## config.mk

```make
export PLATFORM = sky130hd
export DESIGN_NAME = h2f_buff_reader
export DESIGN_NICKNAME = d
export VERILOG_FILES = /design/src/rtl/h2f_buff_reader.sv
export SDC_FILE = /design/constraint.sdc
export NUM_CORES = 1
export LEC_CHECK = 0
export CORE_UTILIZATION = 31
export DETAILED_ROUTE_END_ITERATION = 10
export GPL_TIMING_DRIVEN = 0
export PLACE_DENSITY = 0.54
export RECOVER_POWER = 50
export SYNTH_ARGS = -nofsm -noshare
export SYNTH_HDL_FRONTEND = slang
export SYNTH_SLANG_ARGS = --single-unit
```

## constraint.sdc

```tcl
create_clock -name clk -period 6.85 [get_ports clk]
set_input_delay 1.7125 -clock clk [delete_from_list [all_inputs] [get_ports clk]]
set_output_delay 1.7125 -clock clk [all_outputs]
set_load 0.05 [all_outputs]
```

## src/rtl/h2f_buff_reader.sv

```systemverilog
// FPGA-side read master for the 128-bit port of the HPS-to-FPGA on-chip buffer.
// Fetches a run of words and presents them as a valid/ready stream through a small FIFO.
module h2f_buff_reader #(
    parameter int unsigned DATA_W     = 128,
    parameter int unsigned ADDR_W     = 8,
    parameter int unsigned FIFO_DEPTH = 4
) (
    input  logic              clk,
    input  logic              reset_n,
    input  logic              start,
    input  logic [ADDR_W-1:0] base_addr,
    input  logic [ADDR_W:0]   word_count,
    input  logic              abort,
    output logic              busy,
    output logic              done,
    output logic              aborted,
    output logic [ADDR_W-1:0] buf_address,
    output logic              buf_chipselect,
    output logic              buf_clken,
    output logic              buf_write,
    input  logic [DATA_W-1:0] buf_readdata,
    output logic [DATA_W-1:0] out_data,
    output logic              out_valid,
    input  logic              out_ready,
    output logic              out_last
);

    localparam int unsigned PTR_W = $clog2(FIFO_DEPTH);
    localparam int unsigned CNT_W = PTR_W + 1;
    localparam int unsigned WC_W  = ADDR_W + 1;
    localparam logic [WC_W-1:0] MAX_WORDS = WC_W'(2 ** ADDR_W);
    localparam logic [CNT_W:0]  DEPTH_V   = (CNT_W + 1)'(FIFO_DEPTH);

    typedef enum logic [1:0] {
        S_IDLE  = 2'd0,
        S_RUN   = 2'd1,
        S_DRAIN = 2'd2,
        S_DONE  = 2'd3
    } state_t;

    state_t              r_state;
    state_t              w_state_nxt;

    logic [ADDR_W-1:0]   r_addr;
    logic [WC_W-1:0]     r_left;
    logic                r_inflight;
    logic                r_inflight_last;
    logic                r_aborted;

    logic [DATA_W-1:0]   r_mem [FIFO_DEPTH];
    logic [FIFO_DEPTH-1:0] r_mem_last;
    logic [PTR_W-1:0]    r_wr_ptr;
    logic [PTR_W-1:0]    r_rd_ptr;
    logic [CNT_W-1:0]    r_count;

    logic [WC_W-1:0]     w_count_clamped;
    logic                w_accept;
    logic                w_active;
    logic                w_flush;
    logic                w_credit;
    logic                w_issue;
    logic                w_issue_last;
    logic                w_push;
    logic                w_pop;
    logic                w_fifo_valid;
    logic                w_head_last;

    assign w_count_clamped = (word_count > MAX_WORDS) ? MAX_WORDS : word_count;
    assign w_accept        = (r_state == S_IDLE) && start;
    assign w_active        = (r_state == S_RUN) || (r_state == S_DRAIN);
    assign w_flush         = w_active && abort;

    // Credit counts reads already in flight so the FIFO can always absorb returning data.
    assign w_credit     = ((CNT_W + 1)'(r_count) + (CNT_W + 1)'(r_inflight)) < DEPTH_V;
    assign w_issue      = (r_state == S_RUN) && (r_left != '0) && w_credit;
    assign w_issue_last = w_issue && (r_left == WC_W'(1));

    assign w_fifo_valid = (r_count != '0);
    assign w_head_last  = r_mem_last[r_rd_ptr];
    assign w_push       = r_inflight;
    assign w_pop        = w_fifo_valid && out_ready;

    // State register
    always_ff @(posedge clk or negedge reset_n) begin
        if (!reset_n) begin
            r_state <= S_IDLE;
        end else begin
            r_state <= w_state_nxt;
        end
    end

    // Next-state logic
    always_comb begin
        w_state_nxt = r_state;
        case (r_state)
            S_IDLE: begin
                if (start) begin
                    w_state_nxt = (w_count_clamped == '0) ? S_DONE : S_RUN;
                end
            end
            S_RUN: begin
                if (abort) begin
                    w_state_nxt = S_DONE;
                end else if (w_issue_last) begin
                    w_state_nxt = S_DRAIN;
                end
            end
            S_DRAIN: begin
                if (abort) begin
                    w_state_nxt = S_DONE;
                end else if (w_pop && w_head_last) begin
                    w_state_nxt = S_DONE;
                end
            end
            S_DONE: begin
                w_state_nxt = S_IDLE;
            end
            default: begin
                w_state_nxt = S_IDLE;
            end
        endcase
    end

    // Output decode
    always_comb begin
        busy           = 1'b0;
        done           = 1'b0;
        aborted        = 1'b0;
        buf_chipselect = 1'b0;
        buf_address    = '0;
        case (r_state)
            S_RUN: begin
                busy           = 1'b1;
                buf_chipselect = w_issue;
                buf_address    = w_issue ? r_addr : '0;
            end
            S_DRAIN: begin
                busy = 1'b1;
            end
            S_DONE: begin
                done    = 1'b1;
                aborted = r_aborted;
            end
            default: begin
                busy = 1'b0;
            end
        endcase
    end

    // Stream outputs are forced to zero whenever the FIFO is empty.
    always_comb begin
        out_valid = w_fifo_valid;
        out_data  = w_fifo_valid ? r_mem[r_rd_ptr] : '0;
        out_last  = w_fifo_valid && w_head_last;
    end

    assign buf_clken = reset_n;
    assign buf_write = 1'b0;

    // Command capture and read issue bookkeeping
    always_ff @(posedge clk or negedge reset_n) begin
        if (!reset_n) begin
            r_addr          <= '0;
            r_left          <= '0;
            r_inflight      <= 1'b0;
            r_inflight_last <= 1'b0;
        end else begin
            if (w_accept) begin
                r_addr <= base_addr;
                r_left <= w_count_clamped;
            end else if (w_issue) begin
                r_addr <= r_addr + ADDR_W'(1);
                r_left <= r_left - WC_W'(1);
            end
            if (w_flush) begin
                r_inflight      <= 1'b0;
                r_inflight_last <= 1'b0;
            end else begin
                r_inflight      <= w_issue;
                r_inflight_last <= w_issue_last;
            end
        end
    end

    // Abort flag reported alongside the done pulse
    always_ff @(posedge clk or negedge reset_n) begin
        if (!reset_n) begin
            r_aborted <= 1'b0;
        end else if (w_flush) begin
            r_aborted <= 1'b1;
        end else if (r_state == S_DONE) begin
            r_aborted <= 1'b0;
        end
    end

    // FIFO pointers, occupancy and last-flags
    always_ff @(posedge clk or negedge reset_n) begin
        if (!reset_n) begin
            r_wr_ptr   <= '0;
            r_rd_ptr   <= '0;
            r_count    <= '0;
            r_mem_last <= '0;
        end else if (w_flush) begin
            r_wr_ptr <= '0;
            r_rd_ptr <= '0;
            r_count  <= '0;
        end else begin
            if (w_push) begin
                r_mem_last[r_wr_ptr] <= r_inflight_last;
                r_wr_ptr             <= r_wr_ptr + PTR_W'(1);
            end
            if (w_pop) begin
                r_rd_ptr <= r_rd_ptr + PTR_W'(1);
            end
            r_count <= r_count + CNT_W'(w_push) - CNT_W'(w_pop);
        end
    end

    // FIFO data storage; contents are masked at the output while empty
    always_ff @(posedge clk) begin
        if (w_push && !w_flush) begin
            r_mem[r_wr_ptr] <= buf_readdata;
        end
    end

endmodule

```

Word level (Yosys, flattened, before mapping)
Memory sizes are Yosys's and may differ from the RTL's. Cells that the tools add are included. Widths: inputs -> output; s select.

$add $sub $neg: 7. Order comparisons: 5. Equal/unequal tests: 7. Multiplexer cells: 35. Bitwise operators: 1. Reduce and logical (&&, ||, !) cells: 23.

Operator list (count): $mux 128 (1); $mux 8 (4); $mux 9 (3); $mux 2 (10); $mux 1 (12); $logic_and 1x1->1 (10); $eq 9x1->1 const B (1); $gt 9x9->1 const B (1); $logic_not 9->1 (1); $reduce_bool 9->1 (1); $sub 9x1->9 const B (1); $add 8x1->8 const B (1); $pmux 2 s4 (1); $reduce_bool 2->1 (4); $lt 2x3->1 const B (2); $add 2x1->2 const B (2); $add 3x1->4 (1); $bwmux 4 (1); $eq 2x2->1 const B (2); $lt 4x3->1 const B (1); $add 3x1->3 (1); $mux 3 (1); $ne 3x2->1 const B (1); $ne 3x3->1 const B (1); other kinds (14) (14).

Bits in registers: 33. RAM bits: 512. Memories: 1.

Memories: r_mem (words 4, bits a word 128, read ports 1, clocked after memory_dff 0, wr ports 1, line 50) `logic [DATA_W-1:0] r_mem [FIFO_DEPTH];`.

Depth between registers and ports, before layout
Word-level depth: 7. Mapped depth: 10. Depth with buffers taken out: 9.

Worst setup path before layout
Ideal clock, no wire load.

Path type: in2reg. Start: in abort. End: reg r_mem_last[1]. Library setup time: 134 ps. Arrival time: 5366 ps. Setup slack: 1350 ps. Stages on the path: 3. Path buffers: 0. Cells stage by stage: nand2_1 -> and3_1 -> mux2_2.

Longest elaborated chain between the ends: 3.

RTL lines: start: declaration (line 13) `input logic abort,`; $logic_and 1x1->1 (line 71) `assign w_flush = w_active && abort;`; $not 1->1 (no source line); $reduce_and 2->1 (no source line); end signal: indexed assignment (line 209) `r_mem_last[r_wr_ptr] <= r_inflight_last;`; end: declaration (line 51) `logic [FIFO_DEPTH-1:0] r_mem_last;`.

No other way between the ends. A chain may end at the register's enable or synchronous reset.

Final worst setup path
Start: reg r_rd_ptr[0]. End: out out_data[126].

Longest elaborated chain between the ends: 2.

RTL lines: start: declaration (line 53) `logic [PTR_W-1:0] r_rd_ptr;`; start signal: assignment (line 213) `r_rd_ptr <= r_rd_ptr + PTR_W'(1);`; $mem_v2 4x128; $mux 128 (line 153) `out_data = w_fifo_valid ? r_mem[r_rd_ptr] : '0;`; end: declaration (line 22) `output logic [DATA_W-1:0] out_data,`.

No other way between the ends.

==> run summary <==
die area: 0.06978 mm²
clock power share: 23.9%
CTS clk-pin slew, worst paths: 0.06 ns
DRC: 0
clock root cell: clkbuf_16
first-pass GRT wire length: 73.06 mm
CP Class: reg -> out
beginning of the worst hold path: r_mem_last[3]
DP Wirelength: 30.90 mm
VDD IR-drop max: 0.2963 mV
Seq/Total Area, Yosys: 76.04%
Switching Fraction: 38.49%
RR Startpoint: r_state[0]
Core Region: 0.06763 mm²
Layout fillers: 6057
Worst Hold Class: reg -> reg
Yosys top cell area share: 72.16%
Post-Syn Nets: 1197
Yosys reg bits: 545
Yosys top cell by area: edfxtp_1
Post-Syn Area per Cell: 20.68 µm²
DRT iter0 DRCs: 632
R2R Setup Slk: 3.27 ns
gr usage total: 13.95%
layout cells sized above 1: 17.06%
cell row count: 95
failing checks: capacitance limit, slew limit
crit path max fanout: 11
post-synthesis async set-or-reset flop share: 6.055%
Netlist Area Pre-Place: 0.02131 mm²
H-tree depth: 2
IO Pins: 294
setup bufs post-CTS: 0
NumNets Final: 1558
Total Wirelength: 48.59 mm
largest net degree at the start of global routing: 53
max-slew violation count: 102
post-route minimum period: 5.957 ns
Leakage: 8.857 nW
FF-to-FF End: r_mem[1][29]
Clock Skews: 0.02155 ns
clk_lat worst skew: 0.61 ns
gpl congestion: 0.7303
Internal Power: 0.007756 W
GR Overflow Total: 0
EDFF count, synth: 512
Post-synth top flop: edfxtp_1
status: complete, but fails checks
Slew HR: -46.36%
Post-Place Setup Slack: 1.438 ns
Worst-Margin Slew: 2.195 ns
worst hold path depth: 1
Starting Density: 31.50%
Worst Reg2Reg Path Length in Cells: 5
Vias/cell: 4.653
Crit. End Element: output pin
Mapped Cells: 1030
antenna violations before repair: 11
CP startpoint kind: flop
die height: 264.2 µm
synth warn: 0
Worst Hold End: r_mem_last[3]
total CTS buffers: 59
First-pass DRT Iterations: 7
synth-to-layout area growth: 28.48%
max-cap violations: 3
sequential power share: 32.6%
Final Hold Vio Count: 0
PD cells: 460.6 mW/mm²
Post-DRT Antenna Nets: 0
hold buffers post-CTS: 0
post-synth cell types: 42
Final WS setup: 0.8931 ns
CTS tree: done
Die W: 264.2 µm
CTS sink cnt: 545
Wirelength per Cell: 21.02 µm
worst path required time: 5.14 ns
synth top area cells: edfxtp_1 72%, mux4_2 14%, and2_1 3.9%, dfrtp_1 3.9%, ha_1 0.94%
Psw: 0.004853 W
smallest hold slack: 0.5052 ns
CTS resizes: 0
share of power burned in combinational logic: 43.5%
via count: 10750
FMAX: 167.9 MHz
RSZ-0062 raised after global routing: false
Final Cycle Share: 86.96%
IO buf count: 292
Final setup violation count: 0
vias in the first global route: 11690
clk buf depth: 3
WP data arrival: 4.24 ns
## worst max path at each step
stage / startpoint / endpoint / slack, ns / cells past startpoint
after floorplan: abort / r_mem_last[1] / 1.35 / 3
after global placement: abort / r_mem_last[3] / -2.48 / 4
after global routing: r_rd_ptr[0] / out_data[125] / 0.55 / 6
after CTS: r_count[1] / out_data[105] / 0.75 / 5
after detailed placement: r_rd_ptr[0] / out_data[105] / 1.44 / 6
final: r_rd_ptr[0] / out_data[126] / 0.89 / 6
## Yosys cell counts, types with 2 or more instances
cell / count
or3_1: 2
mux2i_1: 2
buf_2: 13
xnor2_1: 5
mux4_2: 129
and4_1: 2
nand3_1: 6
nand4_1: 8
a21oi_1: 25
buf_4: 2
nand2_1: 7
dfrtp_1: 33
edfxtp_1: 512
ha_1: 16
inv_1: 14
and3_1: 14
nand4b_1: 2
mux2_2: 5
and2_1: 132
a31oi_1: 2
xor2_1: 13
o21ai_0: 4
nor4_1: 4
nor2_1: 21
buf_1: 8
nor2b_1: 2
clkbuf_1: 32
## placed cells by master (no fill, tap or decap), drive strengths merged, types with 2 or more instances in the layout
| cell type | count |
|---|---|
| a21oi | 25 |
| a31oi | 2 |
| and2 | 133 |
| and3 | 14 |
| and4 | 2 |
| buf | 30 |
| bufinv | 5 |
| clkbuf | 105 |
| clkdlybuf4s50 | 160 |
| clkinv | 18 |
| clkinvlp | 2 |
| dfrtp | 33 |
| diode | 8 |
| dlygate4sd3 | 131 |
| edfxtp | 512 |
| ha | 16 |
| inv | 19 |
| mux2 | 5 |
| mux2i | 2 |
| mux4 | 129 |
| nand2 | 7 |
| nand3 | 6 |
| nand4 | 8 |
| nand4b | 2 |
| nor2 | 21 |
| nor2b | 2 |
| nor3 | 2 |
| nor4 | 4 |
| o21ai | 4 |
| or3 | 2 |
| xnor2 | 5 |
| xor2 | 13 |
## area by class of cell
type,instances,area (µm²),share of cell area [%]
sequential,545,16200,59.19
multi-input combinational,415,4828,17.64
timing repair buffer,300,3137,11.46
clock buffer,71,1521,5.558
tap,873,1092,3.991
clock inverter,29,287.8,1.051
buffer,55,229.0,0.8365
inverter,15,56.30,0.2057
antenna,8,20.02,0.07314
## per-layer routing
metal	GRT usage [%]	vias to the layer above	share of wire (%)
met5	0	-	0.14
met1	17.91	5544	43
met2	23.44	241	50
met4	3.457	10	2.1
li1	-	4867	-
met3	3.654	92	5.4
## registers in the layout, indices dropped and copies added (netlist names)
signal,cells
r_aborted,1
r_mem_last,4
r_inflight,1
r_rd_ptr,2
r_wr_ptr,2
r_state,2
r_count,3
r_left,9
r_inflight_last,1
r_mem,512
r_addr,8
## logic make-up (layout without fill, tap and decap cells)
family | after synthesis | in the layout | synth area share, %
buffers and inverters | 70 | 470 | 1.345
adders and majority gates | 17 | 17 | 1.034
and+or+nand+nor | 207 | 207 | 5.838
DFF | 545 | 545 | 76.04
muxes | 136 | 136 | 13.99
xor gates and xnor gates | 18 | 18 | 0.7400
AOI/OAI and AO/OA | 36 | 36 | 0.9925
other | 1 | 9 | 0.01760
## worst max-delay path, cell delays in order, from the launching register on
cell	delay, ns
dfrtp_1	0.32
clkbuf_1	0.34
clkbuf_1	0.74
clkbuf_1	0.74
mux4_2	0.60
and2_1	0.18
clkdlybuf4s50_1	0.70
## power by group through the flow
stage | registers [W] | logic, W | clock network [W]
CTS | 0.00411 | 0.00563 | 0.00312
finish | 0.00411 | 0.00548 | 0.00302
global route | 0.00414 | 0.00582 | 0.00323
global placement | 0.00424 | 0.00557 | 0
detailed placement | 0.00418 | 0.00561 | 0
floorplan | 0.00417 | 0.00370 | 0
## per-stage QoR
stage	utilization (%)	TNS (ns)	instance area, µm²	total power, W	instances
after CTS	40.46	0	27370	0.01285	2303
after global routing	40.44	0	27350	0.01318	2303
after detailed placement	37.79	0	25560	0.009784	2203
final	40.47	0	27370	0.01261	2311
after floorplan	-	0	21310	0.007874	1030
after global placement	37.44	-1078.99	25320	0.009811	2195
Note: power is estimated with default switching activity, not from simulation.
